## config.mk

```make
export PLATFORM = sky130hd
export DESIGN_NAME = spi_register_writer
export DESIGN_NICKNAME = d
export VERILOG_FILES = /design/src/rtl/spi_register_writer.sv
export SDC_FILE = /design/constraint.sdc
export NUM_CORES = 1
export LEC_CHECK = 0
export CORE_UTILIZATION = 57
export CTS_CLUSTER_SIZE = 14
export DETAILED_ROUTE_END_ITERATION = 16
export MAX_ROUTING_LAYER = met4
export PLACE_DENSITY = 0.83
export REMOVE_ABC_BUFFERS = 1
export SKIP_LAST_GASP = 1
export SLEW_MARGIN = 40
export SYNTH_ARGS = -nofsm -noshare
export SYNTH_HDL_FRONTEND = slang
export SYNTH_SLANG_ARGS = --single-unit
export TNS_END_PERCENT = 5
```

## constraint.sdc

```tcl
create_clock -name clk_i -period 3.9 [get_ports clk_i]
set_input_delay 0.39 -clock clk_i [delete_from_list [all_inputs] [get_ports clk_i]]
set_output_delay 0.39 -clock clk_i [all_outputs]
set_load 0.05 [all_outputs]
```

## src/rtl/spi_register_writer.sv

```systemverilog
// SPI master that serialises one {cmd, data} register-write frame per accepted request,
// MSB first, with CLK_DIV system cycles per sclk half-period.
module spi_register_writer #(
   parameter int CMD_WIDTH  = 8,
   parameter int DATA_WIDTH = 8,
   parameter int CLK_DIV    = 2
) (
   input  logic                  clk_i,
   input  logic                  rst_i,
   input  logic                  enable,
   input  logic                  req_valid,
   output logic                  req_ready,
   input  logic [CMD_WIDTH-1:0]  req_cmd,
   input  logic [DATA_WIDTH-1:0] req_data,
   output logic                  busy,
   output logic                  done,
   output logic                  spi_cs_n,
   output logic                  spi_sclk,
   output logic                  spi_mosi,
   input  logic                  spi_miso
);

   localparam int N     = CMD_WIDTH + DATA_WIDTH;
   localparam int CNT_W = $clog2(N + 1);
   localparam logic [7:0]       DIV_LAST = 8'(CLK_DIV - 1);
   localparam logic [CNT_W-1:0] BIT_LAST = CNT_W'(N - 1);

   typedef enum logic [1:0] {IDLE, LEAD, SHIFT, GAP} state_t;

   state_t           state;
   logic [N-1:0]     shreg;
   logic [CNT_W-1:0] bit_cnt;
   logic [7:0]       div_cnt;
   logic             div_end;
   logic [N-1:0]     req_word;
   logic             unused_miso;

   assign unused_miso = spi_miso;
   assign req_word    = {req_cmd, req_data};
   assign div_end     = (div_cnt == DIV_LAST);
   assign req_ready   = (state == IDLE) && enable;

   always_ff @(posedge clk_i) begin
      if (rst_i) begin
         state    <= IDLE;
         shreg    <= '0;
         bit_cnt  <= '0;
         div_cnt  <= '0;
         busy     <= 1'b0;
         done     <= 1'b0;
         spi_cs_n <= 1'b1;
         spi_sclk <= 1'b0;
         spi_mosi <= 1'b0;
      end else begin
         done <= 1'b0;
         case (state)
            IDLE: begin
               if (req_valid && req_ready) begin
                  state    <= LEAD;
                  shreg    <= req_word;
                  bit_cnt  <= '0;
                  div_cnt  <= '0;
                  busy     <= 1'b1;
                  spi_cs_n <= 1'b0;
                  spi_mosi <= req_word[N-1];
               end
            end
            LEAD: begin
               if (div_end) begin
                  div_cnt  <= '0;
                  spi_sclk <= 1'b1;
                  state    <= SHIFT;
               end else begin
                  div_cnt <= div_cnt + 8'd1;
               end
            end
            SHIFT: begin
               if (!div_end) begin
                  div_cnt <= div_cnt + 8'd1;
               end else begin
                  div_cnt <= '0;
                  if (spi_sclk) begin
                     spi_sclk <= 1'b0;
                  end else begin
                     // end of low phase: advance to the next bit, presented on the rising edge
                     shreg   <= shreg << 1;
                     bit_cnt <= bit_cnt + CNT_W'(1);
                     if (bit_cnt == BIT_LAST) begin
                        state    <= GAP;
                        spi_cs_n <= 1'b1;
                        spi_mosi <= 1'b0;
                     end else begin
                        spi_sclk <= 1'b1;
                        spi_mosi <= shreg[N-2];
                     end
                  end
               end
            end
            GAP: begin
               if (div_end) begin
                  div_cnt <= '0;
                  state   <= IDLE;
                  busy    <= 1'b0;
                  done    <= 1'b1;
               end else begin
                  div_cnt <= div_cnt + 8'd1;
               end
            end
            default: state <= IDLE;
         endcase
      end
   end

endmodule

```

Word level (Yosys, flattened, before mapping)
Index checks and enable logic that the tools add are counted.
{ "word_totals": {"ram_bits": 0, "out_inout_bits": 6, "latch_bits": 0, "n_memories": 0, "romBits": 0, "in_bits": 21, "regBits": 35} }
{ "classes": {"n_shift": 0, "n_mul": 0, "eq_ne": 11, "add_sub_neg": 2, "order_cmp": 0, "n_reduce_logical": 13, "bitwise": 1, "n_mux": 37, "n_div": 0} }
{ "ops": {"columns": ["op", "n"], "rows": [
  ["two-way mux 15 bit", 3],
  ["one-hot mux 15 bit (2 select lines)", 1],
  ["two-way mux 8 bit", 2],
  ["one-hot mux 8 bit (2 select lines)", 1],
  ["two-way mux 1 bit", 15],
  ["two-way mux 5 bit", 3],
  ["two-way mux 2 bit", 6],
  ["inequality test 2 bit (second input constant)", 5],
  ["one-hot mux 5 bit (2 select lines)", 1],
  ["adder 8 x 1 -> 8 bit (second input constant)", 1],
  ["equality test 8 x 1 -> 1 bit (second input constant)", 1],
  ["one-hot mux 1 bit (2 select lines)", 4],
  ["one-hot mux 2 bit (4 select lines)", 1],
  ["AND reduction 3 bit", 2],
  ["AND reduction 6 bit", 1],
  ["nonzero test 2 bit", 3],
  ["adder 5 x 1 -> 5 bit (second input constant)", 1],
  ["equality test 5 x 4 -> 1 bit (second input constant)", 1],
  ["AND reduction 5 bit", 1],
  ["equality test 2 bit (second input constant)", 2],
  ["AND reduction 4 bit", 1],
  ["OR reduction 3 bit", 1],
  ["equality test 2 x 1 -> 1 bit (second input constant)", 1],
  ["logical AND 1 bit", 2],
  ["4 further kinds", 4]
]} }

Depth between registers and ports, before layout
Gate-level depths: netlist (run 1).
{ "depth": {"word_depth": 5, "depth_mapped": 9, "ltp_nobuf": 7} }

Least setup slack after synthesis (run 1)
Ideal clock, no wire load.
{ "synth_timing": {"kind": "register -> register", "from": "register state[0]", "to": "register spi_mosi", "setup_slack_ps": 2075, "setup_ps": 86, "path_stages_with_launch": 9, "arrival_ps": 1739, "n_path_buf": 3, "cell_sequence": "dfxtp_1 -> inv_1 -> ha_1 -> clkbuf_2 -> a21bo_2 -> clkbuf_1 -> clkbuf_1 -> a21oi_1 -> a211oi_1"} }
{ "synth_via": {"elab_chain_len": 5} }
{ "synth_rtl": {"columns": ["element", "line", "text"], "rows": [
  ["from (decl)", "30", "state_t state;"],
  ["from (signal assigned)", "45", "state <= IDLE;"],
  ["from (signal assigned)", "59", "state <= LEAD;"],
  ["from (signal assigned)", "72", "state <= SHIFT;"],
  ["zero test 2 bit", "41, 56", null],
  ["logical AND 1 bit", "41", "assign req_ready = (state == IDLE) && enable;"],
  ["logical AND 1 bit", "58", "if (req_valid && req_ready) begin"],
  ["inequality test 2 x 1 -> 1 bit (no source line)", null, null],
  ["AND reduction 4 bit (no source line)", null, null],
  ["to (signal assigned)", "65", "spi_mosi <= req_word[N-1];"],
  ["to (signal assigned)", "94", "spi_mosi <= shreg[N-2];"],
  ["to (decl)", "19", "output logic spi_mosi,"]
]} }
Parallel ways exist; a longest one is shown, timed or not.
A chain may end at the register's enable or synchronous reset.

Worst setup path in the final report (run 1)
{ "layout_timing": {"from": "register state[0]", "to": "output req_ready"} }
{ "layout_via": {"elab_chain_len": 2} }
{ "layout_rtl": {"columns": ["element", "line", "text"], "rows": [
  ["zero test 2 bit", "41", null],
  ["logical AND 1 bit", "41", null],
  ["to (decl)", "12", "output logic req_ready,"]
]} }
Every way passes these cells.

==> results of run 1 <==
==> cell type report <==
| type | instances | area [um2] | area share, % |
|---|---|---|---|
| clock buffer | 8 | 68.8 | 3.23 |
| inverter | 7 | 26.3 | 1.23 |
| multi-input combinational | 140 | 1010 | 47.5 |
| sequential | 35 | 701 | 32.9 |
| tap | 44 | 55.1 | 2.58 |
| timing repair buffer | 28 | 268 | 12.6 |
==> power groups by stage <==
stage	logic, W	registers, W	clock network, W
detailed placement	0.000683	0.000520	0
global placement	0.000653	0.000514	0
CTS	0.000686	0.000513	0.000227
floorplan	0.000460	0.000551	0
finish	0.000690	0.000512	0.000227
global route	0.000761	0.000526	0.000245
==> registers in the layout, indices dropped and copies added (netlist names) <==
register  cells
spi_sclk      1
div_cnt       8
state         2
spi_mosi      1
busy          1
spi_cs_n      1
bit_cnt       5
shreg        15
done          1
==> final timing paths <==
check | endpoint | slack [ps] | depth (start not counted) | from
worst max-delay path | req_ready | 1410 | 4 | state[0]$_SDFFE_PP0P_
worst max register to register | shreg[7]$_SDFFE_PP0P_ | 1600 | 8 | state[0]$_SDFFE_PP0P_
worst min-delay path | div_cnt[1]$_SDFFE_PP0P_ | 490 | 2 | rst_i
worst min register to register | shreg[0]$_SDFFE_PP0P_ | 500 | 2 | shreg[0]$_SDFFE_PP0P_
==> metal layers <==
metal	track usage, %	part of all wire (%)
met1	28.3	46
met2	42.5	48
met3	4.69	4.5
met4	9.86	0.83
met5	-	0
==> layout by cell type (no fill, tap or decap), types with 3 or more instances in the layout <==
cell,Yosys,final
dfxtp_1,35,35
a21oi_1,27,26
clkdlybuf4s50_1,0,24
mux2i_1,17,17
a211oi_1,16,16
ha_1,9,9
inv_1,7,7
nor2_1,7,7
nand2_1,7,7
o21ai_0,7,7
and3_1,5,5
a311oi_1,5,5
clkbuf_4,0,5
nand2b_1,4,4
nand3_1,4,4
buf_4,3,3
==> Yosys cell counts (all sizes together), types with 2 or more instances <==
cell type | count | area share, %
a211oi | 16 | 6.7
a21boi | 3 | 1.2
a21oi | 27 | 7.5
a22oi | 2 | 0.83
a311oi | 5 | 2.4
a31oi | 2 | 1.0
a41oi | 2 | 0.97
and3 | 5 | 1.7
buf | 6 | 1.9
clkbuf | 8 | 1.7
dfxtp | 35 | 39
ha | 9 | 6.3
inv | 7 | 1.5
mux2i | 17 | 9.4
nand2 | 7 | 1.5
nand2b | 4 | 1.4
nand3 | 4 | 1.1
nand4 | 2 | 0.69
nor2 | 7 | 1.5
nor2b | 2 | 0.69
nor3 | 3 | 1.1
o21ai | 7 | 1.9
o31ai | 2 | 0.83
or3 | 2 | 0.69
==> cells by family (layout without fill, tap and decap cells) <==
group | after synthesis | in the layout | share of synthesized area [%]
AOI/OAI and AO/OA | 72 | 72 | 26.6
and+or+nand+nor | 42 | 42 | 13.7
DFF | 35 | 35 | 38.9
muxes | 17 | 17 | 9.44
adders and majority gates | 9 | 9 | 6.25
buffers and inverters | 21 | 43 | 5.14
==> stage by stage <==
stage	std cells	hold WS, ps	worst slack (ps)	utilization [%]
after CTS	262	483	1410	70.2
after global placement	254	472	1660	68.1
after global routing	262	497	1270	70.4
after detailed placement	254	474	1640	68.0
final	262	494	1410	70.4
after floorplan	182	447	1450	-
==> impl_metrics.yaml, run 1 <==
run_status:
  status: "finished clean"
setup_path:
  cp-end-kind: "output pin"
  critical-path-slowest-cell: "clkdlybuf4s50_1"
  required_ps: 3510
  max_stage_delay_ps: 790
  path_class: "register to output pin"
  critPathLaunchType: "register"
  crit_buf_inv: 2
  cp.arrival_ps: 2100
  crit_path_cell_trace: "inv_1 -> ha_1 -> and2_1 -> clkdlybuf4s50_1"
  crit_family: "buffers and inverters"
  critPathMaxFanout: 8
cts:
  cts_max_path_buffers: 2
  clk_latency_ps: 340
  htreeDepth: 2
  cts_buffers: 5
  cts_sinks: 35
  cts_hold_buf: 0
  clk_pin_slew_worst_paths_ps: 110
  cts_setup_buffers: 0
  cts_tree: "yes"
  cts_root_buffer: "clkbuf_4"
  cts_resized: 0
pwr:
  p_comb_share_pct: 48.3
  p_per_area_mw_per_mm2: 670
  p_leak_nw: 0.755
  swShare_pct: 42.1
  ir_worst_vdd_uv: 341
  switchingPower_w: 0.000602
  p_seq_share_pct: 35.8
  power.internal_w: 0.000827
  p_total_w: 0.00143
  clock_power_share_pct: 15.9
timing:
  setup_tns_ps: 0
  fin_crit_sh_pct: 63.8
  worst_pin_slew_ps: 681
  fin_skew_ps: 8.85
  setup_violations: 0
  rsz0062_at_grt: "false"
  finalHoldViolations: 0
  slew_headroom_pct: 54.5
  min_period_ps: 2490
  slew_violations: 0
  max_clock_freq_ghz: 0.402
routing:
  drt-initial-drc-count: 62
  drc: 0
  wire_per_inst_um: 14.2
  drt-pass1-iter-count: 4
  num_vias: 1590
  antenna_left: 0
  finalWirelength_um: 3710
  post_drt_via_cell_ratio: 6.07
global_routing:
  globalRoute.totalOverflow: 0
  grt_usage_pct: 24.8
  antenna_found_initial: 0
  grt_pass1_wl_um: 6320
  grt_pass1_vias: 1489
  grt_max_degree: 30
final_layout:
  syn2layout_area_growth_pct: 18.3
  layout-drive-gt1-share_pct: 8.26
  antennaDiodeCount: 0
  final_area_mm2: 0.00213
  num-nets-final: 247
  fill_cells: 242
synth:
  ys_types: 42
  synthCells: 196
  synth-seq-cells: 35
  synth_edf_count: 0
  yosysWarnings: 0
  yosysSeqAreaShare_pct: 38.9
  synth_area_per_cell_um2: 9.19
  synth_async_sr_flop_share_pct: 0
  ys_dominant_reg_cell: "dfxtp_1"
  syn_area_mm2: 0.00180
floorplan:
  die_h_um: 58.2
  core_mm2: 0.00303
  start_util_pct: 59.5
  pin_count: 27
  rows: 20
  die-area_mm2: 0.00339
  die_w_um: 58.2
placed_design:
  gp_congestion: 0.827
  dp_hpwl_um: 2520
  portBuffers: 25
  place_area_mm2: 0.00206
job:
  drv_cap: 0
worst_hold_path:
  hold_class: "primary input to register"
Power figures use the tool's default switching activity.
==> run 2, diff against run 1 <==
--- a/config.mk
+++ b/config.mk
@@ -5,11 +5,11 @@
 export SDC_FILE = /design/constraint.sdc
 export NUM_CORES = 1
 export LEC_CHECK = 0
-export CORE_UTILIZATION = 57
+export CORE_UTILIZATION = 48
 export CTS_CLUSTER_SIZE = 14
 export DETAILED_ROUTE_END_ITERATION = 16
 export MAX_ROUTING_LAYER = met4
-export PLACE_DENSITY = 0.83
+export PLACE_DENSITY = 0.75
 export REMOVE_ABC_BUFFERS = 1
 export SKIP_LAST_GASP = 1
 export SLEW_MARGIN = 40
==> constraint.sdc (replaced) <==
create_clock -name clk_i -period 2.1 [get_ports clk_i]
set_input_delay 0.21 -clock clk_i [delete_from_list [all_inputs] [get_ports clk_i]]
set_output_delay 0.21 -clock clk_i [all_outputs]
set_load 0.05 [all_outputs]
==> impl_metrics.yaml, run 2 (same netlist as run 1, synthesis figures left out) <==
pwr:
  ir_worst_vdd_uv: 682
  p_leak_nw: 0.805
  p_per_area_mw_per_mm2: 1270
cts:
  cts_root_buffer: "clkbuf_8"
  htreeDepth: 2
  cts_tree: "yes"
  cts_buffers: 5
  clk_pin_slew_worst_paths_ps: 70
  clk_latency_ps: 290
  cts_max_path_buffers: 2
  cts_sinks: 35
  cts_hold_buf: 0
timing:
  min_period_ps: 1970
  setup_violations: 0
  setup_slack_ps: 129
  slew_headroom_pct: 55.6
  worst_pin_slew_ps: 666
  slew_violations: 0
  rsz0062_at_grt: "false"
  fin_skew_ps: 5.95
  fin_crit_sh_pct: 93.8
  max_clock_freq_ghz: 0.507
  finalHoldViolations: 0
routing:
  num_vias: 1584
  finalWirelength_um: 4050
  wire_per_inst_um: 14.9
  drt-initial-drc-count: 82
  drc: 0
  antenna_left: 0
  drt-pass1-iter-count: 4
  post_drt_via_cell_ratio: 5.82
job:
  drv_cap: 0
final_layout:
  antennaDiodeCount: 0
  syn2layout_area_growth_pct: 23.8
  final_cell_mix: "dfxtp_1, a21oi_1, clkdlybuf4s50_1"
  regMostFlops: "shreg"
  layout-drive-gt1-share_pct: 11.5
  final_core_util_pct: 64.3
  num-nets-final: 255
  largest_reg_flops: 15
  final_common_cell: "dfxtp_1"
  top_regs: "shreg: 15 flops, div_cnt: 8 flops, bit_cnt: 5 flops"
global_routing:
  grt_usage_pct: 22.3
  globalRoute.totalOverflow: 0
  antenna_found_initial: 0
  grt_max_degree: 38
  grt_pass1_wl_um: 6830
  grt_pass1_vias: 1547
floorplan:
  start_util_pct: 51.9
  die-area_mm2: 0.00400
  die_w_um: 63.3
  core_mm2: 0.00347
  rows: 21
  die_h_um: 63.3
  pin_count: 27
setup_path:
  reg2reg_from: "state[1]$_SDFFE_PP0P_"
  required_ps: 2310
  critPathMaxFanout: 12
  r2r_cells: 7
  path_class: "register to register"
  cp-end-kind: "register"
  cp.arrival_ps: 2180
  critPathLaunchType: "register"
  timing.critical_path.from: "state[1]$_SDFFE_PP0P_"
  rrSetupSlack_ps: 130
  rr_endpoint: "bit_cnt[3]$_SDFFE_PP0P_"
worst_hold_path:
  min_from: "shreg[0]$_SDFFE_PP0P_"
  min_to: "shreg[0]$_SDFFE_PP0P_"
  hold_class: "register to register"
  hold_depth: 2
placed_design:
  portBuffers: 25
  dp_hpwl_um: 2880
  gp_congestion: 0.845
  place_ws_ps: -73.2
run_status:
  status: "finished clean"
-- run 2: cell types whose count changed in the layout (fill, tap and decap cells not counted) --
cell and delta:
a21oi_4 +1, nor2_2 +1, a21oi_2 -1, buf_4 +8, buf_12 +1, clkbuf_8 +3
clkbuf_1 +1, buf_2 -1, nor2_1 -1, clkinv_2 +1, clkbuf_4 -5
-- run 2: cell type report --
cell class | instances | area (um2)
Inverter | 7 | 26.3
Fill cell | 296 | 1240
Tap cell | 46 | 57.6
Timing Repair Buffer | 36 | 343
Sequential cell | 35 | 701
Clock buffer | 7 | 76.3
Clock inverter | 1 | 5.00
Multi-Input combinational cell | 140 | 1020
-- run 2: worst max-delay path: stages, from the launching register on --
cell	delay, ps
dfxtp_1	410
inv_1	80
ha_1	240
buf_4	180
a21bo_2	350
nand4_1	140
or3_1	310
a21boi_0	180
-- run 2: what timing repair did --
item                       CTS  global route
gates resized for setup      1             1
setup endpoints to repair    3             1
buffers inserted             0             0
-- run 2: worst max path at each step --
stage	end	slack, ps
2_1_floorplan	shreg[10]$_SDFFE_PP0P_	-350
3_3_place_gp	shreg[8]$_SDFFE_PP0P_	20
3_5_place_dp	div_cnt[7]$_SDFFE_PP0P_	-70
4_1_cts	shreg[7]$_SDFFE_PP0P_	150
5_1_grt	shreg[7]$_SDFFE_PP0P_	1
6_report	bit_cnt[3]$_SDFFE_PP0P_	130
-- run 2: layer usage --
metal | global-route usage [%] | up-vias | share of wire [%]
met4 | 8.52 | 0 | 1.9
met3 | 4.35 | 7 | 3.7
met5 | - | - | 0
met1 | 25.1 | 744 | 45
li1 | - | 793 | -
met2 | 38.8 | 40 | 50
-- run 2: per-stage QoR --
stage               hold WS (ps)  cells  instance area (um2)  TNS [ps]  power, W
floorplan                    279    182                 1740     -5670   0.00188
finish                       489    272                 2230         0   0.00283
global route                 523    272                 2230         0   0.00303
detailed placement           483    264                 2140      -134   0.00236
CTS                          494    272                 2220         0   0.00284
global placement             471    264                 2140         0   0.00228
-- run 2: report_power, final --
part | internal (W) | total [W] | switching, W | leakage (nW)
logic | 0.000584 | 0.00141 | 0.000826 | 0.476
registers | 0.000845 | 0.000958 | 0.000113 | 0.286
clock network | 0.000233 | 0.000465 | 0.000233 | 0.0422
